### src/rtl/kbd_pkg.sv
// Shared scan-code constants and prefix-FSM encoding for the PS/2 key decoders.
package kbd_pkg;

    localparam logic [7:0] SC_EXT   = 8'hE0;
    localparam logic [7:0] SC_BRK   = 8'hF0;

    localparam logic [7:0] SC_SPACE = 8'h29;
    localparam logic [7:0] SC_UP    = 8'h75;   // all arrows need the E0 prefix
    localparam logic [7:0] SC_DOWN  = 8'h72;
    localparam logic [7:0] SC_LEFT  = 8'h6B;
    localparam logic [7:0] SC_RIGHT = 8'h74;

    typedef enum logic [1:0] {
        IDLE    = 2'd0,
        EXT     = 2'd1,
        BRK     = 2'd2,
        EXT_BRK = 2'd3
    } kbd_prefix_t;

endpackage

### src/rtl/key_make_break_decoder.sv
// Tracks one PS/2 key: decodes E0/F0 prefixes, drops typematic repeats,
// and emits a registered key_down level plus single-cycle make/break pulses.
module key_make_break_decoder
    import kbd_pkg::*;
#(
    parameter logic [7:0] KEY_CODE       = SC_SPACE,
    parameter bit         KEY_EXTENDED   = 1'b0,
    parameter int         TIMEOUT_CYCLES = 1_000_000
) (
    input  logic       clk,
    input  logic       resetN,
    input  logic [7:0] din,
    input  logic       din_new,
    output logic       key_down,
    output logic       make_pulse,
    output logic       break_pulse
);

    localparam int             CW       = $clog2(TIMEOUT_CYCLES);
    localparam logic [CW-1:0]  CNT_LAST = CW'(TIMEOUT_CYCLES - 1);

    kbd_prefix_t   state_q, state_d;
    logic [CW-1:0] cnt_q, cnt_d;
    logic          key_down_q, key_down_d;
    logic          make_q, make_d;
    logic          brk_q, brk_d;
    logic          match, make_ev, brk_ev;

    assign match = (din == KEY_CODE);

    always_comb begin
        state_d    = state_q;
        cnt_d      = cnt_q;
        key_down_d = key_down_q;
        make_d     = 1'b0;
        brk_d      = 1'b0;
        make_ev    = 1'b0;
        brk_ev     = 1'b0;

        if (din_new) begin
            // A byte always wins over a timeout landing on the same edge.
            cnt_d = '0;
            if (din == SC_EXT) begin
                state_d = EXT;
            end else if (din == SC_BRK) begin
                state_d = (state_q == EXT || state_q == EXT_BRK) ? EXT_BRK : BRK;
            end else begin
                state_d = IDLE;
                unique case (state_q)
                    IDLE:    make_ev = !KEY_EXTENDED && match;
                    EXT:     make_ev =  KEY_EXTENDED && match;
                    BRK:     brk_ev  = !KEY_EXTENDED && match;
                    EXT_BRK: brk_ev  =  KEY_EXTENDED && match;
                    default: ;
                endcase
            end
        end else if (state_q == IDLE) begin
            cnt_d = '0;
        end else if (cnt_q == CNT_LAST) begin
            state_d = IDLE;
            cnt_d   = '0;
        end else if (cnt_q != '1) begin
            cnt_d = cnt_q + 1'b1;
        end

        // Repeats while held and breaks while released are swallowed here.
        if (make_ev && !key_down_q) begin
            key_down_d = 1'b1;
            make_d     = 1'b1;
        end
        if (brk_ev && key_down_q) begin
            key_down_d = 1'b0;
            brk_d      = 1'b1;
        end
    end

    always_ff @(posedge clk or negedge resetN) begin
        if (!resetN) begin
            state_q    <= IDLE;
            cnt_q      <= '0;
            key_down_q <= 1'b0;
            make_q     <= 1'b0;
            brk_q      <= 1'b0;
        end else begin
            state_q    <= state_d;
            cnt_q      <= cnt_d;
            key_down_q <= key_down_d;
            make_q     <= make_d;
            brk_q      <= brk_d;
        end
    end

    assign key_down    = key_down_q;
    assign make_pulse  = make_q;
    assign break_pulse = brk_q;

endmodule

### config.mk
export PLATFORM = sky130hd
export DESIGN_NAME = key_make_break_decoder
export DESIGN_NICKNAME = d
export VERILOG_FILES = /design/src/rtl/kbd_pkg.sv /design/src/rtl/key_make_break_decoder.sv
export SDC_FILE = /design/constraint.sdc
export NUM_CORES = 1
export LEC_CHECK = 0
export CELL_PAD_IN_SITES_DETAIL_PLACEMENT = 2
export CELL_PAD_IN_SITES_GLOBAL_PLACEMENT = 2
export CORE_UTILIZATION = 35
export CTS_CLUSTER_DIAMETER = 40
export CTS_CLUSTER_SIZE = 12
export DETAILED_ROUTE_END_ITERATION = 7
export PLACE_DENSITY = 0.74
export REMOVE_ABC_BUFFERS = 1
export SYNTH_ARGS = -nofsm -noshare
export SYNTH_HDL_FRONTEND = slang
export SYNTH_SLANG_ARGS = --single-unit
### constraint.sdc
create_clock -name clk -period 2.88 [get_ports clk]
set_input_delay 0.72 -clock clk [delete_from_list [all_inputs] [get_ports clk]]
set_output_delay 0.72 -clock clk [all_outputs]
set_load 0.03 [all_outputs]
==> metrics.md, run 1 <==
| Metric | Value |
|---|---|
| Post-Syn Area | `1385 um2` |
| Clock transition at the registers of the reported paths | `80 ps` |
| Min cycle time layout | `2366 ps` |
| DR vias/cell | `5.571` |
| Clock Skew | `1.537 ps` |
| Seq pwr share | `59.3%` |
| Largest net degree at the start of global routing | `26` |
| Skew-Pair Late Insertion Delay | `270 ps` |
| LEAKAGE | `0.5678 nW` |
| Initial DRT Pass Iterations | `4` |
| Logic gate share of total power | `5.8%` |
| Power Internal | `469.3 uW` |
| Core Box Area | `3716 um2` |
| Worst Tran Pin Value | `692.3 ps` |
| Area Overhead vs Synth | `18.16%` |
| Power per cell area | `364.0 nW/um2` |
| Worst R2R Start | `cnt_q[12]$_DFFE_PN0P_` |
| Setup Crit Path Kind | `input port to flop` |
| DR WL/cell | `17.03 um` |
| Post-route clock period utilization | `82.14%` |
| Post-DRT Antenna Nets | `0` |
| Post-Layout Cell Count | `210` |
| Die area | `4213 um2` |
| Maximum vdd drop | `164.0 uV` |
| Worst Path Max Fanout | `10` |
| GR Util All Layers | `18.98%` |
| Via count | `1170` |
| Slew HR | `53.49%` |
| First-pass GRT wire length | `6.120 mm` |
| FF+latch count, synth | `25` |
| Share of post-route cells with drive strength above 1 | `8.642%` |
| Max Fclk | `0.4227 GHz` |
| Row Count | `22` |
| Register area share after synthesis | `45.17%` |
| Number of global-route vias before repair | `1255` |
| Worst-case clock buffer depth | `2` |
| YS warnings | `0` |
| Critical path origin | `din_new` |
| Diode count | `0` |
| PortBufs | `13` |
| Clk sinks | `25` |
| Util after Layout | `44.04%` |
| DRC Markers | `0` |
| RSZ-0062 raised after global routing | `no` |
| Hold WC Path Type | `flop to flop` |
| Arrival time at the worst endpoint | `2570 ps` |
| CP Capture Type | `flop` |
| DP HPWL | `2.676 mm` |
| Worst EP required | `3080 ps` |
| Post-CTS Setup Repair Bufs | `0` |
| Avg Cell Area, Syn | `9.552 um2` |
| Post-route cell area | `1637 um2` |
| Post-Route Setup TNS | `0 ps` |
| Ports | `14` |
| Final Hold Vio Count | `0` |
| Antenna violations before repair | `0` |
| Maxcap violations | `0` |
| Num CTS Buffers | `3` |
| Post-CTS resize count | `0` |
| Clock network fraction of total power | `34.9%` |
| Slew Limit Fails | `0` |
| Drt first-iter violations | `21` |
| Post-Place Cells | `206` |
| Final Power | `595.7 uW` |
| Setup violations, final | `0` |
| CTS tree | `built` |
| Status | `complete, no violations` |
| Root Buffer | `clkbuf_8` |
| Switch Pwr | `126.5 uW` |
| Routed WL | `3.576 mm` |
| Distinct cells, synth | `34` |
| Synth Instances | `145` |
| Initial core utilization | `37.27%` |
| Vert. Die Dim | `64.91 um` |
| Hold path start | `key_down$_DFFE_PN0P_` |
| Sw Ratio | `21.23%` |
| Layout net count | `175` |
| Cell Area, Placed | `1592 um2` |
| Die X | `64.91 um` |
| H-tree levels | `1` |
| Hold Buf Count CTS | `0` |
| GPL Wtd Cong | `0.7862` |
| GR Overflow Total | `0` |
| Crit start category | `input port` |
cells in the mapped netlist:
cell | instances | area (um2)
o21bai_1 | 1 | 7.510
a32o_1 | 1 | 10.01
clkbuf_1 | 3 | 11.26
a211oi_1 | 4 | 30.03
nor3_1 | 7 | 35.03
a311o_4 | 1 | 20.02
nor3b_1 | 1 | 7.510
o31ai_1 | 4 | 30.03
inv_1 | 4 | 15.01
a311oi_4 | 1 | 26.28
xnor2_1 | 9 | 78.83
a2111oi_0 | 1 | 8.760
dfrtp_1 | 25 | 625.6
nor4b_4 | 2 | 47.55
a31oi_1 | 3 | 18.77
or2_2 | 1 | 6.260
nor2_1 | 18 | 67.56
ha_1 | 1 | 12.51
a22o_1 | 1 | 8.760
mux2i_1 | 1 | 10.01
nand2_1 | 10 | 37.54
nand3_1 | 9 | 45.04
nand4_1 | 5 | 31.28
or3_1 | 5 | 31.28
nand2b_1 | 1 | 6.260
a311oi_1 | 1 | 8.760
nor2b_1 | 1 | 6.260
nor4b_1 | 1 | 8.760
or4_1 | 2 | 15.01
and3_1 | 4 | 25.02
and3_2 | 2 | 15.01
o21ai_0 | 7 | 35.03
nor4_1 | 2 | 12.51
a21oi_1 | 6 | 30.03
layer usage:
| layer | global-route usage (%) | wire [um] |
|---|---|---|
| met1 | 24.01 | 1679 |
| met3 | 3.697 | 74 |
| met5 | 0 | 0 |
| met2 | 33.20 | 1803 |
| met4 | 3.889 | 19 |
sequential cells by signal (all words and copies together) (netlist names):
signal,cells
break_pulse,1
make_pulse,1
key_down,1
state_q,2
cnt_q,20
critical path, cell delays in order:
cell,delay (ps)
clkdlybuf4s50_1,480
o21bai_1,180
a311oi_4,110
a311o_4,500
or4_1,420
a21oi_1,150
per-stage QoR:
step,setup WS (ps),hold slack [ps]
3_5_place_dp,252.6,487.7
3_3_place_gp,290.5,464.6
6_report,514.3,487.6
2_1_floorplan,312.2,424.4
4_1_cts,515.5,499.2
5_1_grt,437.3,525.4
cells by family after synthesis:
logic type / count (synthesis) / share of synthesized area [%]
AO/OA/AOI/OAI: 31 / 16.89
XOR/XNOR: 9 / 5.691
adder cells (fa/ha/maj): 1 / 0.9032
buffers and inverters: 7 / 1.897
flip-flops: 25 / 45.17
multiplexers: 1 / 0.7227
AND/OR/NAND/NOR: 71 / 28.73
power by group through the flow:
stage | Clock [mW] | Sequential, mW | Combinational [mW]
floorplan | 0 | 0.363 | 0.00455
global placement | 0 | 0.360 | 0.0339
detailed placement | 0 | 0.360 | 0.0356
CTS | 0.217 | 0.353 | 0.0357
global route | 0.225 | 0.354 | 0.0381
finish | 0.208 | 0.353 | 0.0348
layout by cell type (no fill, tap or decap), drive strengths merged, types with 2 or more instances in the layout:
master	Yosys	routed
a21oi	6	6
nand4	5	5
or3	5	5
clkbuf	3	4
inv	4	4
xnor2	9	9
dfrtp	25	25
buf	0	3
nor2	18	18
clkdlybuf4s50	0	13
nor3	7	7
a311oi	2	2
o31ai	4	4
or4	2	2
o21ai	7	7
nand3	9	9
nand2	10	10
nor4b	3	3
a211oi	4	4
and3	6	6
nor4	2	2
a31oi	3	3
area by class of cell:
cell class	instances	area, um2
Multi-Input combinational cell	113	738.2
Timing Repair Buffer	16	152.6
Clock buffer	4	45.04
Tap cell	48	60.06
Sequential cell	25	625.6
Fill cell	420	2079
Inverter	4	15.01
path summary, 6_finish.rpt:
path | endpoint | slack (ps) | cells past startpoint
hold reg to reg | make_pulse$_DFF_PN0_ | 490 | 1
max in group asynchronous | cnt_q[6]$_DFFE_PN0P_ | 1830 | 2
min in group asynchronous | make_pulse$_DFF_PN0_ | 810 | 2
hold / removal | make_pulse$_DFF_PN0_ | 490 | 1
setup reg to reg | cnt_q[19]$_DFFE_PN0P_ | 670 | 5
setup / recovery | cnt_q[19]$_DFFE_PN0P_ | 510 | 6
Power figures use the tool's default switching activity.
==> run 2, diff against run 1 <==
--- a/config.mk
+++ b/config.mk
@@ -7,11 +7,11 @@
 export LEC_CHECK = 0
 export CELL_PAD_IN_SITES_DETAIL_PLACEMENT = 2
 export CELL_PAD_IN_SITES_GLOBAL_PLACEMENT = 2
-export CORE_UTILIZATION = 35
+export CORE_UTILIZATION = 32
 export CTS_CLUSTER_DIAMETER = 40
 export CTS_CLUSTER_SIZE = 12
 export DETAILED_ROUTE_END_ITERATION = 7
-export PLACE_DENSITY = 0.74
+export PLACE_DENSITY = 0.71
 export REMOVE_ABC_BUFFERS = 1
 export SYNTH_ARGS = -nofsm -noshare
 export SYNTH_HDL_FRONTEND = slang
==> constraint.sdc (replaced) <==
create_clock -name clk -period 1.9 [get_ports clk]
set_input_delay 0.475 -clock clk [delete_from_list [all_inputs] [get_ports clk]]
set_output_delay 0.475 -clock clk [all_outputs]
set_load 0.03 [all_outputs]
==> metrics.md, run 2 (same netlist as run 1, synthesis figures left out) <==
| Metric | Value |
|---|---|
| Largest register FFs | `20` |
| DRC Markers | `0` |
| Worst setup path endpoint | `cnt_q[19]$_DFFE_PN0P_` |
| Biggest register | `cnt_q` |
| Post-Route Setup TNS | `-1079 ps` |
| Status | `finished with violations` |
| Setup Crit Path Kind | `flop to flop` |
| Vert. Die Dim | `67.79 um` |
| Power per cell area | `449.3 nW/um2` |
| Most common cell after layout, fill and taps aside | `buf_4` |
| Final Hold Vio Count | `0` |
| Worst Path Max Fanout | `6` |
| DR WL/cell | `22.78 um` |
| GR Util All Layers | `23.33%` |
| Util after Layout | `51.01%` |
| Initial core utilization | `33.89%` |
| Drt first-iter violations | `67` |
| R2r endpoint | `cnt_q[19]$_DFFE_PN0P_` |
| Die X | `67.79 um` |
| Slew Limit Fails | `0` |
| Via count | `1421` |
| Layout net count | `215` |
| Die area | `4595 um2` |
| GR Overflow Total | `0` |
| Max Fclk | `0.4668 GHz` |
| Routed WL | `5.740 mm` |
| CTS tree | `built` |
| Worst R2R Start | `cnt_q[7]$_DFFE_PN0P_` |
| Row Count | `23` |
| Most frequent cells in the layout | `40 x buf_4, 25 x dfrtp_1, 16 x nor2_1` |
| Failing checks | `setup timing` |
| DR vias/cell | `5.639` |
| PortBufs | `13` |
| Arrival time at the worst endpoint | `2350 ps` |
| First-pass GRT wire length | `7.734 mm` |
| Final WS setup | `-242.5 ps` |
| Worst-case clock buffer depth | `2` |
| CP Capture Type | `flop` |
| Area Overhead vs Synth | `50.50%` |
| H-tree levels | `1` |
| Setup violations, final | `10` |
| Clock Skew | `2.071 ps` |
| Root Buffer | `clkbuf_8` |
| Biggest regs | `cnt_q x20, state_q x2` |
| Fillers | `420` |
| Share of post-route cells with drive strength above 1 | `37.13%` |
| Post-DRT Antenna Nets | `0` |
| Diode count | `0` |
| Ports | `14` |
| Post-route clock period utilization | `112.8%` |
| Num CTS Buffers | `3` |
| Skew-Pair Late Insertion Delay | `280 ps` |
| Min cycle time layout | `2142 ps` |
| Worst EP required | `2100 ps` |
| Reg-to-reg setup timing slack | `-240 ps` |
| Cell Area, Placed | `1842 um2` |
| Hold Buf Count CTS | `0` |
| Dpl ws | `-474.8 ps` |
| Crit start category | `flop` |
| Slew HR | `74.82%` |
| GPL Wtd Cong | `0.7440` |
| RSZ-0062 raised after global routing | `yes` |
| Maxcap violations | `0` |
| Clock transition at the registers of the reported paths | `100 ps` |
| Antenna violations before repair | `0` |
| DP HPWL | `3.629 mm` |
| Clk sinks | `25` |
| Core Box Area | `4086 um2` |
| R2R cell count | `5` |
| Worst Tran Pin Value | `374.6 ps` |
| Post-route cell area | `2085 um2` |
| Largest net degree at the start of global routing | `26` |
| Area occupied by multi-input gates | `868.3 um2` |
| Maximum vdd drop | `291.4 uV` |
| Register Area | `625.6 um2` |
| Fin Hold WS | `498.5 ps` |
| Critical path origin | `cnt_q[7]$_DFFE_PN0P_` |
| Number of global-route vias before repair | `1527` |
| Initial DRT Pass Iterations | `4` |
| LEAKAGE | `0.7892 nW` |
| Hold WC Path Type | `flop to flop` |
[run 2: repair_timing]
item,CTS,global route
resized for setup,12,22
pin swaps,8,7
setup buffers,6,1
setup endpoints to repair,11,20
[run 2: metal layers]
layer  GRT usage (%)  part of all wire [%]  up-vias
met5               0                     0        -
met3           2.196                   2.9       16
met4           7.031                   2.8        0
met1           29.26                    42      722
li1                -                     -      658
met2           41.71                    52       25
[run 2: worst min-delay path by stage]
stage	from	end	slack [ps]	depth (start not counted)
detailed placement	key_down$_DFFE_PN0P_	make_pulse$_DFF_PN0_	490	1
floorplan	resetN	break_pulse$_DFF_PN0_	180	0
global placement	key_down$_DFFE_PN0P_	make_pulse$_DFF_PN0_	460	1
finish	key_down$_DFFE_PN0P_	make_pulse$_DFF_PN0_	500	1
CTS	key_down$_DFFE_PN0P_	make_pulse$_DFF_PN0_	510	1
global route	key_down$_DFFE_PN0P_	make_pulse$_DFF_PN0_	540	1
[run 2: area by class of cell]
cell class	instances	area share, %
Multi-Input combinational cell	113	41.66
Sequential cell	25	30.01
Timing Repair Buffer	56	22.45
Tap cell	50	3.001
Clock buffer	4	2.161
Inverter	4	0.7203
[run 2: critical path, cell delays in order (launching register included)]
cell	delay, ps
dfrtp_1	430
nor4b_4	410
a311oi_4	180
a311o_4	440
or4_4	440
a21oi_2	170
[run 2: report_power, final]
part | total [mW] | internal, mW | leakage (nW) | switching (mW)
clock network | 0.341 | 0.151 | 0.0228 | 0.190
logic | 0.0598 | 0.0307 | 0.417 | 0.0291
registers | 0.536 | 0.534 | 0.349 | 0.00203
[run 2: per-stage QoR]
stage               instances  power (mW)
floorplan                 142      0.5566
global placement          241      0.5995
detailed placement        241      0.6030
CTS                       251      0.9390
global route              252      0.9643
finish                    252      0.9366
==> run 3, diff against run 2 <==
--- a/config.mk
+++ b/config.mk
@@ -8,7 +8,6 @@
 export CELL_PAD_IN_SITES_DETAIL_PLACEMENT = 2
 export CELL_PAD_IN_SITES_GLOBAL_PLACEMENT = 2
 export CORE_UTILIZATION = 32
-export CTS_CLUSTER_DIAMETER = 40
 export CTS_CLUSTER_SIZE = 12
 export DETAILED_ROUTE_END_ITERATION = 7
 export PLACE_DENSITY = 0.71
==> results of run 3 <==
No change in the layout: final DEF, timing and power equal those of run 2.
